[src/rtl/hwag_pkg.sv]
// Shared definitions for the hwag angle-generator front end.
// The edge-select encoding is common to vr_cap_cond and the hwag edge configuration.
package hwag_pkg;

  localparam logic [1:0] EDGE_NONE = 2'b00;
  localparam logic [1:0] EDGE_RISE = 2'b01;
  localparam logic [1:0] EDGE_FALL = 2'b10;
  localparam logic [1:0] EDGE_BOTH = 2'b11;

  // True when a filtered level change is one the edge selection asks for.
  function automatic logic edge_selected(input logic [1:0] sel,
                                         input logic       rise,
                                         input logic       fall);
    logic want_rise;
    logic want_fall;
    want_rise = (sel == EDGE_RISE) || (sel == EDGE_BOTH);
    want_fall = (sel == EDGE_FALL) || (sel == EDGE_BOTH);
    return (rise && want_rise) || (fall && want_fall);
  endfunction

endpackage

[src/rtl/vr_glitch_filter.sv]
// Two-flop synchroniser plus run-length glitch filter for the VR comparator.
// Emits the filtered level and single-cycle rise/fall pulses that coincide with its update.
module vr_glitch_filter #(
  parameter int FW = 4
) (
  input  logic          clk,
  input  logic          rst,
  input  logic          vr_i,
  input  logic [FW-1:0] filt_len_i,
  output logic          cap_o,
  output logic          rise_o,
  output logic          fall_o
);

  logic          s1_q;
  logic          s2_q;
  logic          cap_q;
  logic          cap_d;
  logic [FW-1:0] fcnt_q;
  logic [FW-1:0] fcnt_d;
  logic [FW:0]   thr;
  logic [FW:0]   run_next;
  logic          change;

  always_comb begin
    cap_d    = cap_q;
    fcnt_d   = '0;
    change   = 1'b0;
    thr      = (filt_len_i == '0) ? (FW+1)'(1) : {1'b0, filt_len_i};
    run_next = {1'b0, fcnt_q} + (FW+1)'(1);
    // Extra bit on the run length keeps the compare safe when filt_len is at its top value.
    if (s2_q != cap_q) begin
      if (run_next >= thr) begin
        cap_d  = s2_q;
        change = 1'b1;
      end else begin
        fcnt_d = run_next[FW-1:0];
      end
    end
  end

  always_ff @(posedge clk or negedge rst) begin
    if (!rst) begin
      s1_q   <= 1'b0;
      s2_q   <= 1'b0;
      cap_q  <= 1'b0;
      fcnt_q <= '0;
    end else begin
      s1_q   <= vr_i;
      s2_q   <= s1_q;
      cap_q  <= cap_d;
      fcnt_q <= fcnt_d;
    end
  end

  assign cap_o  = cap_q;
  assign rise_o = change & s2_q;
  assign fall_o = change & ~s2_q;

endmodule

[src/rtl/vr_cap_cond.sv]
// VR/crank capture conditioner: filtered level to hwag.cap, qualified edge strobe with
// lockout, tooth period measurement in clk cycles and stalled-wheel detection.
module vr_cap_cond
  import hwag_pkg::*;
#(
  parameter int FW = 4,
  parameter int PW = 24
) (
  input  logic          clk,
  input  logic          rst,
  input  logic          vr_in,
  input  logic [1:0]    edge_sel,
  input  logic [FW-1:0] filt_len,
  input  logic [PW-1:0] lockout,
  output logic          cap,
  output logic          cap_stb,
  output logic [PW-1:0] cap_period,
  output logic          stall
);

  localparam logic [PW-1:0] PMAX = {PW{1'b1}};

  logic          rise;
  logic          fall;
  logic          qual;
  logic          stb_q;
  logic          stb_d;
  logic [PW-1:0] lcnt_q;
  logic [PW-1:0] lcnt_d;
  logic [PW-1:0] pcnt_q;
  logic [PW-1:0] pcnt_d;
  logic [PW-1:0] per_q;
  logic [PW-1:0] per_d;
  logic          stall_q;
  logic          stall_d;

  vr_glitch_filter #(
    .FW(FW)
  ) u_filter (
    .clk       (clk),
    .rst       (rst),
    .vr_i      (vr_in),
    .filt_len_i(filt_len),
    .cap_o     (cap),
    .rise_o    (rise),
    .fall_o    (fall)
  );

  assign qual = edge_selected(edge_sel, rise, fall) && (lcnt_q == '0);

  always_comb begin
    lcnt_d  = lcnt_q;
    pcnt_d  = pcnt_q;
    per_d   = per_q;
    stall_d = stall_q;
    stb_d   = qual;

    if (qual) begin
      lcnt_d = lockout;
    end else if (lcnt_q != '0) begin
      lcnt_d = lcnt_q - PW'(1);
    end

    // A saturated counter means the previous strobe is out of range: report the maximum.
    if (qual) begin
      per_d   = (pcnt_q == PMAX) ? PMAX : pcnt_q + PW'(1);
      pcnt_d  = '0;
      stall_d = 1'b0;
    end else if (pcnt_q != PMAX) begin
      pcnt_d = pcnt_q + PW'(1);
      if (pcnt_q + PW'(1) == PMAX) begin
        stall_d = 1'b1;
      end
    end
  end

  always_ff @(posedge clk or negedge rst) begin
    if (!rst) begin
      stb_q   <= 1'b0;
      lcnt_q  <= '0;
      pcnt_q  <= PMAX;
      per_q   <= '0;
      stall_q <= 1'b1;
    end else begin
      stb_q   <= stb_d;
      lcnt_q  <= lcnt_d;
      pcnt_q  <= pcnt_d;
      per_q   <= per_d;
      stall_q <= stall_d;
    end
  end

  assign cap_stb    = stb_q;
  assign cap_period = per_q;
  assign stall      = stall_q;

endmodule

[config.mk]
export PLATFORM = sky130hd
export DESIGN_NAME = vr_cap_cond
export DESIGN_NICKNAME = d
export VERILOG_FILES = /design/src/rtl/hwag_pkg.sv /design/src/rtl/vr_glitch_filter.sv /design/src/rtl/vr_cap_cond.sv
export SDC_FILE = /design/constraint.sdc
export NUM_CORES = 1
export LEC_CHECK = 0
export ABC_AREA = 0
export ABC_CLOCK_PERIOD_IN_PS = 4700
export CORE_MARGIN = 1.5
export CORE_UTILIZATION = 25
export DETAILED_ROUTE_END_ITERATION = 12
export PLACE_DENSITY = 0.45
export RECOVER_POWER = 50
export SYNTH_ARGS = -nofsm -noshare
export SYNTH_HDL_FRONTEND = slang
export SYNTH_SLANG_ARGS = --single-unit
[constraint.sdc]
create_clock -name clk -period 4.7 [get_ports clk]
set_input_delay 0.94 -clock clk [delete_from_list [all_inputs] [get_ports clk]]
set_output_delay 0.94 -clock clk [all_outputs]
set_load 0.1 [all_outputs]
==> metrics.md, run 1 <==
| Metric | Value |
|---|---|
| Post-Synthesis Net Count | `448` |
| Clk_lat worst skew | `0.34 ns` |
| Slew Viols, Final | `52` |
| H-Tree Depth | `3` |
| Synth Cell Area | `4180 µm²` |
| Xor and xnor area share after synthesis | `0.0755` |
| CP Launch Type | `register` |
| # resized after CTS | `0` |
| Layout cells sized above 1 | `0.139` |
| Cts bufs inserted | `9` |
| Fillers | `1720` |
| Post-route setup TNS | `0 ns` |
| Simple-gate share of the synthesized area | `0.188` |
| Rel. slew slack | `-0.881` |
| R2r setup slk | `1.19 ns` |
| IO Pins | `60` |
| Failing checks | `capacitance limit, slew limit` |
| Hold_buf cts | `0` |
| Vias in the first global route | `3411` |
| Die height | `132 µm` |
| Root Driver | `clkbuf_16` |
| Post-DP HPWL | `7090 µm` |
| Routed via count | `3217` |
| CP Class | `register to register` |
| HP Class | `register to register` |
| Total GRT Usage | `0.124` |
| Critical path endpoint | `cap_period[22]` |
| Worst EP arrival | `3.77 ns` |
| Worst-Margin Slew | `2.82 ns` |
| Crit path time final | `3.51 ns` |
| Synth Instances | `407` |
| Maximum vdd drop | `0.206 mV` |
| Multi-input logic area | `1980 µm²` |
| CP cell instances | `or4_4, or3_1, or4_1, or3_4, nor3_4, buf_4, mux2i_1` |
| Syn avg cell area | `10.3 µm²` |
| Largest family of logic cells by synthesized area | `simple AND/OR/NAND/NOR gates` |
| Synth Area in Compound Gates | `0.122` |
| Post-CTS Setup Bufs | `0` |
| # clock sinks | `81` |
| Remaining global-route overflow | `0` |
| CTS tree | `built` |
| Die area | `17500 µm²` |
| Hold Crit Depth | `0` |
| Max frequency | `0.285 GHz` |
| Avg WL per Cell | `14.4 µm` |
| Synthesis Warnings | `0` |
| Area grow syn2layout | `28.4%` |
| MaxCap Viol Count | `1` |
| Setup crit start | `lcnt_q[5]` |
| Fraction of registers with async set/reset | `1.00` |
| Yosys cell types | `53` |
| Critical path capture point type | `register` |
| Layout Nets | `512` |
| Synth Flop Type | `dfrtp_1` |
| DRT iter0 DRCs | `175` |
| R2R cell count | `7` |
| Synth Area in Adders | `0.0240` |
| DIE WIDTH | `132 µm` |
| PortBufs | `59` |
| First-pass GRT wire length | `17200 µm` |
| WL final | `10000 µm` |
| Clock transition at path regs | `0.06 ns` |
| CP max FO | `28` |
| Std cell rows | `47` |
| Final hold slack | `0.347 ns` |
| Remaining DRCs | `0` |
| Seq/Total Area, Yosys | `0.493` |
| RR Startpoint | `lcnt_q[5]` |
| Final setup viols | `0` |
| Area occupied by registers | `2060 µm²` |
| Largest net degree at the start of global routing | `52` |
| GP Congestion | `0.752` |
| Maximum clock path buffer count | `2` |
| Status | `complete, but fails checks` |
| PD cells | `320 nW/µm²` |
| Ant diodes | `0` |
| Mux cell area share after synthesis | `0.0662` |
| Vias per cell | `4.62` |
| P_leak | `0.00229 µW` |
| Worst Path Required | `4.96 ns` |
| Worst stage delay on the critical path | `0.56 ns` |
| 1st-pass router iterations | `4` |
| Worst clock skew | `0.00928 ns` |
| EDFF count, synth | `0` |
| Slowest cell on the critical path | `or4_4` |
| Remaining antenna violation count after routing | `0` |
| Initial antenna violation count | `0` |
| FF-to-FF End | `cap_period[22]` |
| Number of failing hold endpoints at the final stage | `0` |
| Initial Utilization | `0.254` |
| RSZ-0062 raised after global routing | `no` |
| Synth Register Bits | `81` |
| Final Cycle Share | `0.747` |
| Core Box Area | `16500 µm²` |
==> worst min-delay path by stage <==
| stage | start | to | slack [ns] |
|---|---|---|---|
| floorplan | u_filter.s1_q | u_filter.s2_q | 0.33 |
| global placement | u_filter.s1_q | u_filter.s2_q | 0.34 |
| detailed placement | u_filter.s1_q | u_filter.s2_q | 0.33 |
| CTS | u_filter.s1_q | u_filter.s2_q | 0.35 |
| global route | u_filter.s1_q | u_filter.s2_q | 0.37 |
| finish | u_filter.s1_q | u_filter.s2_q | 0.35 |
==> final cells by class <==
type	count	area share
clock inverter	5	0.0191
timing repair buffer	68	0.121
inverter	14	0.00980
clock buffer	11	0.0453
sequential	81	0.384
tap	220	0.0513
multi-input combinational	297	0.370
==> through the flow <==
stage                util  setup slack, ns  cells  power [µW]  cell area (µm²)
floorplan               -             1.67    407         842             4180
global placement    0.305             1.11    680         922             5020
detailed placement  0.305             1.06    680         927             5020
CTS                 0.326             1.17    696        1760             5370
global route        0.326            0.878    696        1810             5360
finish              0.326             1.19    696        1720             5360
==> flip-flops by register name (all words and copies together) (netlist names) <==
signal	count
cap_stb	1
u_filter.fcnt_q	4
pcnt_q	24
lcnt_q	24
u_filter.cap_o	1
u_filter.s1_q	1
stall	1
cap_period	24
u_filter.s2_q	1
==> kinds of logic (layout without fill, tap and decap cells) <==
logic type	after synthesis	after routing
and+or+nand+nor	149	149
xor gates and xnor gates	36	36
AOI/OAI and AO/OA	79	79
adders and majority gates	8	8
muxes	25	25
DFF	81	81
buffers and inverters	29	98
==> cells in the final DEF (no fill, tap or decap), drive strengths merged, types with 14 or more instances in the layout <==
cell	n
dfrtp	56
clkdlybuf4s50	47
nand2	39
a21oi	31
dfstp	25
nor2	24
nand3	22
mux2	21
xnor2	20
xor2	16
inv	14
==> cells in the mapped netlist (3+ instances only) <==
| cell | number | share of area |
|---|---|---|
| dfrtp_1 | 56 | 0.34 |
| nand2_1 | 39 | 0.035 |
| a21oi_1 | 31 | 0.037 |
| dfstp_2 | 25 | 0.16 |
| nor2_1 | 24 | 0.022 |
| nand3_1 | 22 | 0.026 |
| xnor2_1 | 20 | 0.042 |
| xor2_1 | 16 | 0.034 |
| inv_1 | 14 | 0.013 |
| mux2_1 | 13 | 0.035 |
| nor3_1 | 11 | 0.013 |
| clkbuf_1 | 10 | 0.0090 |
| or3_1 | 10 | 0.015 |
| a22o_1 | 8 | 0.017 |
| a31oi_1 | 8 | 0.012 |
| ha_1 | 8 | 0.024 |
| mux2_2 | 8 | 0.022 |
| nor4_1 | 8 | 0.012 |
| o21ai_0 | 7 | 0.0084 |
| nand4_1 | 6 | 0.0090 |
| nor2b_1 | 6 | 0.0090 |
| and3_1 | 4 | 0.0060 |
| mux2i_1 | 4 | 0.0096 |
| o21a_1 | 4 | 0.0072 |
| buf_6 | 3 | 0.0081 |
| nand2b_1 | 3 | 0.0045 |
| nand4b_1 | 3 | 0.0063 |
| o31ai_1 | 3 | 0.0054 |
| or2_2 | 3 | 0.0045 |
==> routing by layer <==
metal / track usage / vias up / share of wire
met1: 0.161 / 1560 / 0.48
li1: - / 1584 / -
met2: 0.200 / 67 / 0.47
met5: 0 / - / 0
met4: 0.0317 / 0 / 0.0063
met3: 0.0404 / 6 / 0.041
==> critical path: cells and delay by family (launching register included) <==
family,cells,cell delay (ns)
flip-flops,1,0.42
AND/OR/NAND/NOR,5,2.37
buffers and inverters,1,0.40
multiplexers,1,0.22
==> power breakdown <==
group / total [µW] / switching [µW] / internal (µW) / leakage (µW)
combinational: 186 / 123 / 62.8 / 0.00117
sequential: 723 / 12.1 / 711 / 0.000951
clock: 810 / 278 / 533 / 0.000166
total: 1720 / 413 / 1310 / 0.00229
(Power assumes the default switching activity.)
==> inputs of run 2 (changes only) <==
--- a/config.mk
+++ b/config.mk
@@ -6,11 +6,11 @@
 export NUM_CORES = 1
 export LEC_CHECK = 0
 export ABC_AREA = 0
-export ABC_CLOCK_PERIOD_IN_PS = 4700
+export ABC_CLOCK_PERIOD_IN_PS = 3000
 export CORE_MARGIN = 1.5
 export CORE_UTILIZATION = 25
 export DETAILED_ROUTE_END_ITERATION = 12
-export PLACE_DENSITY = 0.45
+export PLACE_DENSITY = 0.46
 export RECOVER_POWER = 50
 export SYNTH_ARGS = -nofsm -noshare
 export SYNTH_HDL_FRONTEND = slang
==> constraint.sdc (replaced) <==
create_clock -name clk -period 3 [get_ports clk]
set_input_delay 0.6 -clock clk [delete_from_list [all_inputs] [get_ports clk]]
set_output_delay 0.6 -clock clk [all_outputs]
set_load 0.1 [all_outputs]
==> metrics.md, run 2 (synthesized netlist as in run 1, its figures left out) <==
| Metric | Value |
|---|---|
| CP Launch Type | `register` |
| H-Tree Depth | `3 (unchanged)` |
| Routed via count | `3371 (+4.8%)` |
| CTS tree | `built` |
| Clock power share | `0.455 (-0.017)` |
| Clk_lat worst skew | `0.35 ns (about the same)` |
| MaxCap Viol Count | `1 (unchanged)` |
| Total GRT Usage | `0.124 (-0.000237)` |
| Core Box Area | `16500 µm² (unchanged)` |
| Status | `complete, but fails checks` |
| Vias in the first global route | `3411 (unchanged)` |
| PortBufs | `59 (unchanged)` |
| Slowest cell on the critical path | `or4_4` |
| # clock sinks | `81 (unchanged)` |
| Vias per cell | `4.68 (+1.3%)` |
| Leading cell type in the layout, fill and taps excluded | `dfrtp_1` |
| Worst stage delay on the critical path | `0.54 ns (-0.02 ns)` |
| Failing checks | `capacitance limit, slew limit` |
| Final hold slack | `0.347 ns (+0.000177 ns)` |
| 1st-pass router iterations | `4 (unchanged)` |
| Worst-Margin Slew | `1.98 ns (-0.836 ns)` |
| Rel. slew slack | `-0.323 (+0.558)` |
| Area grow syn2layout | `32.3%` |
| Final setup viols | `0 (unchanged)` |
| Sequential share of power | `0.429 (+0.009)` |
| Remaining antenna violation count after routing | `0 (unchanged)` |
| Layout cells sized above 1 | `0.242 (+0.103)` |
| Logic pwr share | `0.116 (+0.008)` |
| IO Pins | `60 (unchanged)` |
| Cts bufs inserted | `9 (unchanged)` |
| Avg WL per Cell | `14.5 µm (+0.74%)` |
| Maximum clock path buffer count | `2 (unchanged)` |
| Initial Utilization | `0.254 (unchanged)` |
| Max frequency | `0.339 GHz (+19%)` |
| Fin util | `0.335 (+0.00973)` |
| PD cells | `476 nW/µm² (+49%)` |
| Worst EP arrival | `3.18 ns (-0.59 ns)` |
| Int Pwr | `1980 µW (+51%)` |
| Buf+Inv Stages, Crit Path | `1 (unchanged)` |
| CP delay by family, top | `simple AND/OR/NAND/NOR gates` |
| Slew Viols, Final | `78 (+50%)` |
| DRT iter0 DRCs | `104 (-41%)` |
| HP Class | `register to register` |
| Number of failing hold endpoints at the final stage | `0 (unchanged)` |
| Die area | `17500 µm² (unchanged)` |
| CP cell instances | `or4_4, or3_4, or3_4, or4_4, nor3_4, buf_12, mux2_2` |
| Worst Path Required | `3.22 ns (-1.74 ns)` |
| NetSw | `654 µW (+58%)` |
| Std cell rows | `47 (unchanged)` |
| Sw frac | `0.248 (+0.00835)` |
| Final Cycle Share | `0.984 (+0.238)` |
| Maximum vdd drop | `0.482 mV (+130%)` |
| Crit path time final | `2.95 ns (-0.556 ns)` |
| Largest net degree at the start of global routing | `78 (+50%)` |
| DIE WIDTH | `132 µm (unchanged)` |
| P_leak | `0.00242 µW (+5.7%)` |
| Post-DP HPWL | `7320 µm (+3.2%)` |
| Initial antenna violation count | `0 (unchanged)` |
| WL final | `10400 µm (+4.2%)` |
| GP Congestion | `0.778 (+3.4%)` |
| Die height | `132 µm (unchanged)` |
| RSZ-0062 raised after global routing | `yes` |
| Ant diodes | `0 (unchanged)` |
| CP max FO | `27 (-3.6%)` |
| Layout Nets | `536 (+4.7%)` |
| Root Driver | `clkbuf_16` |
| CP Class | `register to register` |
| Remaining global-route overflow | `0 (unchanged)` |
| Critical path capture point type | `register` |
| Clock transition at path regs | `0.06 ns (about the same)` |
| First-pass GRT wire length | `17100 µm (-0.28%)` |
| Most frequent cells in the layout | `56 x dfrtp_1, 52 x buf_4, 39 x nand2_1` |
| Remaining DRCs | `0 (unchanged)` |
| Worst clock skew | `0.00908 ns (-0.000203 ns)` |
## run 2: cell count changes in the layout (fill, tap and decap cells not counted), sizes merged
cell	before	now
dlygate4sd3	11	1
clkinvlp	1	0
clkdlybuf4s50	47	30
bufinv	3	2
clkinv	1	3
buf	8	55
clkbuf	13	17
## run 2: final timing paths
| check | start | end | slack (ns) | cells after the start |
|---|---|---|---|---|
| max in group asynchronous | rst | u_filter.fcnt_q[1] | 1.00 | 1 |
| worst max register to register | lcnt_q[5] | cap_period[9] | 0.05 | 7 |
| min in group asynchronous | rst | cap_period[22] | 0.78 | 1 |
| worst min-delay path | u_filter.s1_q | u_filter.s2_q | 0.35 | 0 |
| worst min register to register | u_filter.s1_q | u_filter.s2_q | 0.35 | 0 |
| worst max-delay path | lcnt_q[5] | cap_period[9] | 0.05 | 7 |
## run 2: per-layer routing
layer / track usage / routed length [µm]
met5: 0 / 0
met4: 0.0299 / 85
met3: 0.0377 / 502
met2: 0.199 / 4850
met1: 0.163 / 4990
## run 2: layout make-up
type	count	area, µm²
timing repair buffer	92	806
clock buffer	11	243
inverter	14	52.6
clock inverter	5	78.8
tap	220	275
multi-input combinational	297	2010
sequential	81	2060
fill	1736	10900
## run 2: power by group through the flow
stage / Combinational [µW] / Sequential [µW] / Clock [µW]
global route: 336 / 1130 / 1290
global placement: 309 / 1150 / 0
finish: 305 / 1130 / 1200
floorplan: 129 / 1190 / 0
CTS: 313 / 1130 / 1240
detailed placement: 311 / 1150 / 0
## run 2: metrics by stage
stage | cells | setup slack (ns) | TNS (ns) | area [µm²] | power (µW)
after floorplan | 407 | -0.0163 | -0.163 | 4200 | 1320
after global routing | 720 | -0.0367 | -0.351 | 5520 | 2760
after CTS | 718 | 0.0136 | 0 | 5490 | 2690
after detailed placement | 702 | -0.116 | -2.39 | 5160 | 1460
after global placement | 702 | -0.102 | -1.94 | 5160 | 1460
final | 720 | 0.0474 | 0 | 5520 | 2630
## run 2: repair_timing
action | 4_1_cts | 5_1_grt
pin swaps | 0 | 1
setup buffers | 0 | 1
setup endpoints to repair | 2 | 19
gates resized for setup | 2 | 2
hold buffers | 0 | 0
gates cloned | 0 | 1
## run 2: worst register-to-register path, delay by kind of cell (launching register included)
family	cells	cell delay (ns)
and+or+nand+nor	5	1.86
DFF	1	0.38
buffers and inverters	1	0.22
muxes	1	0.37
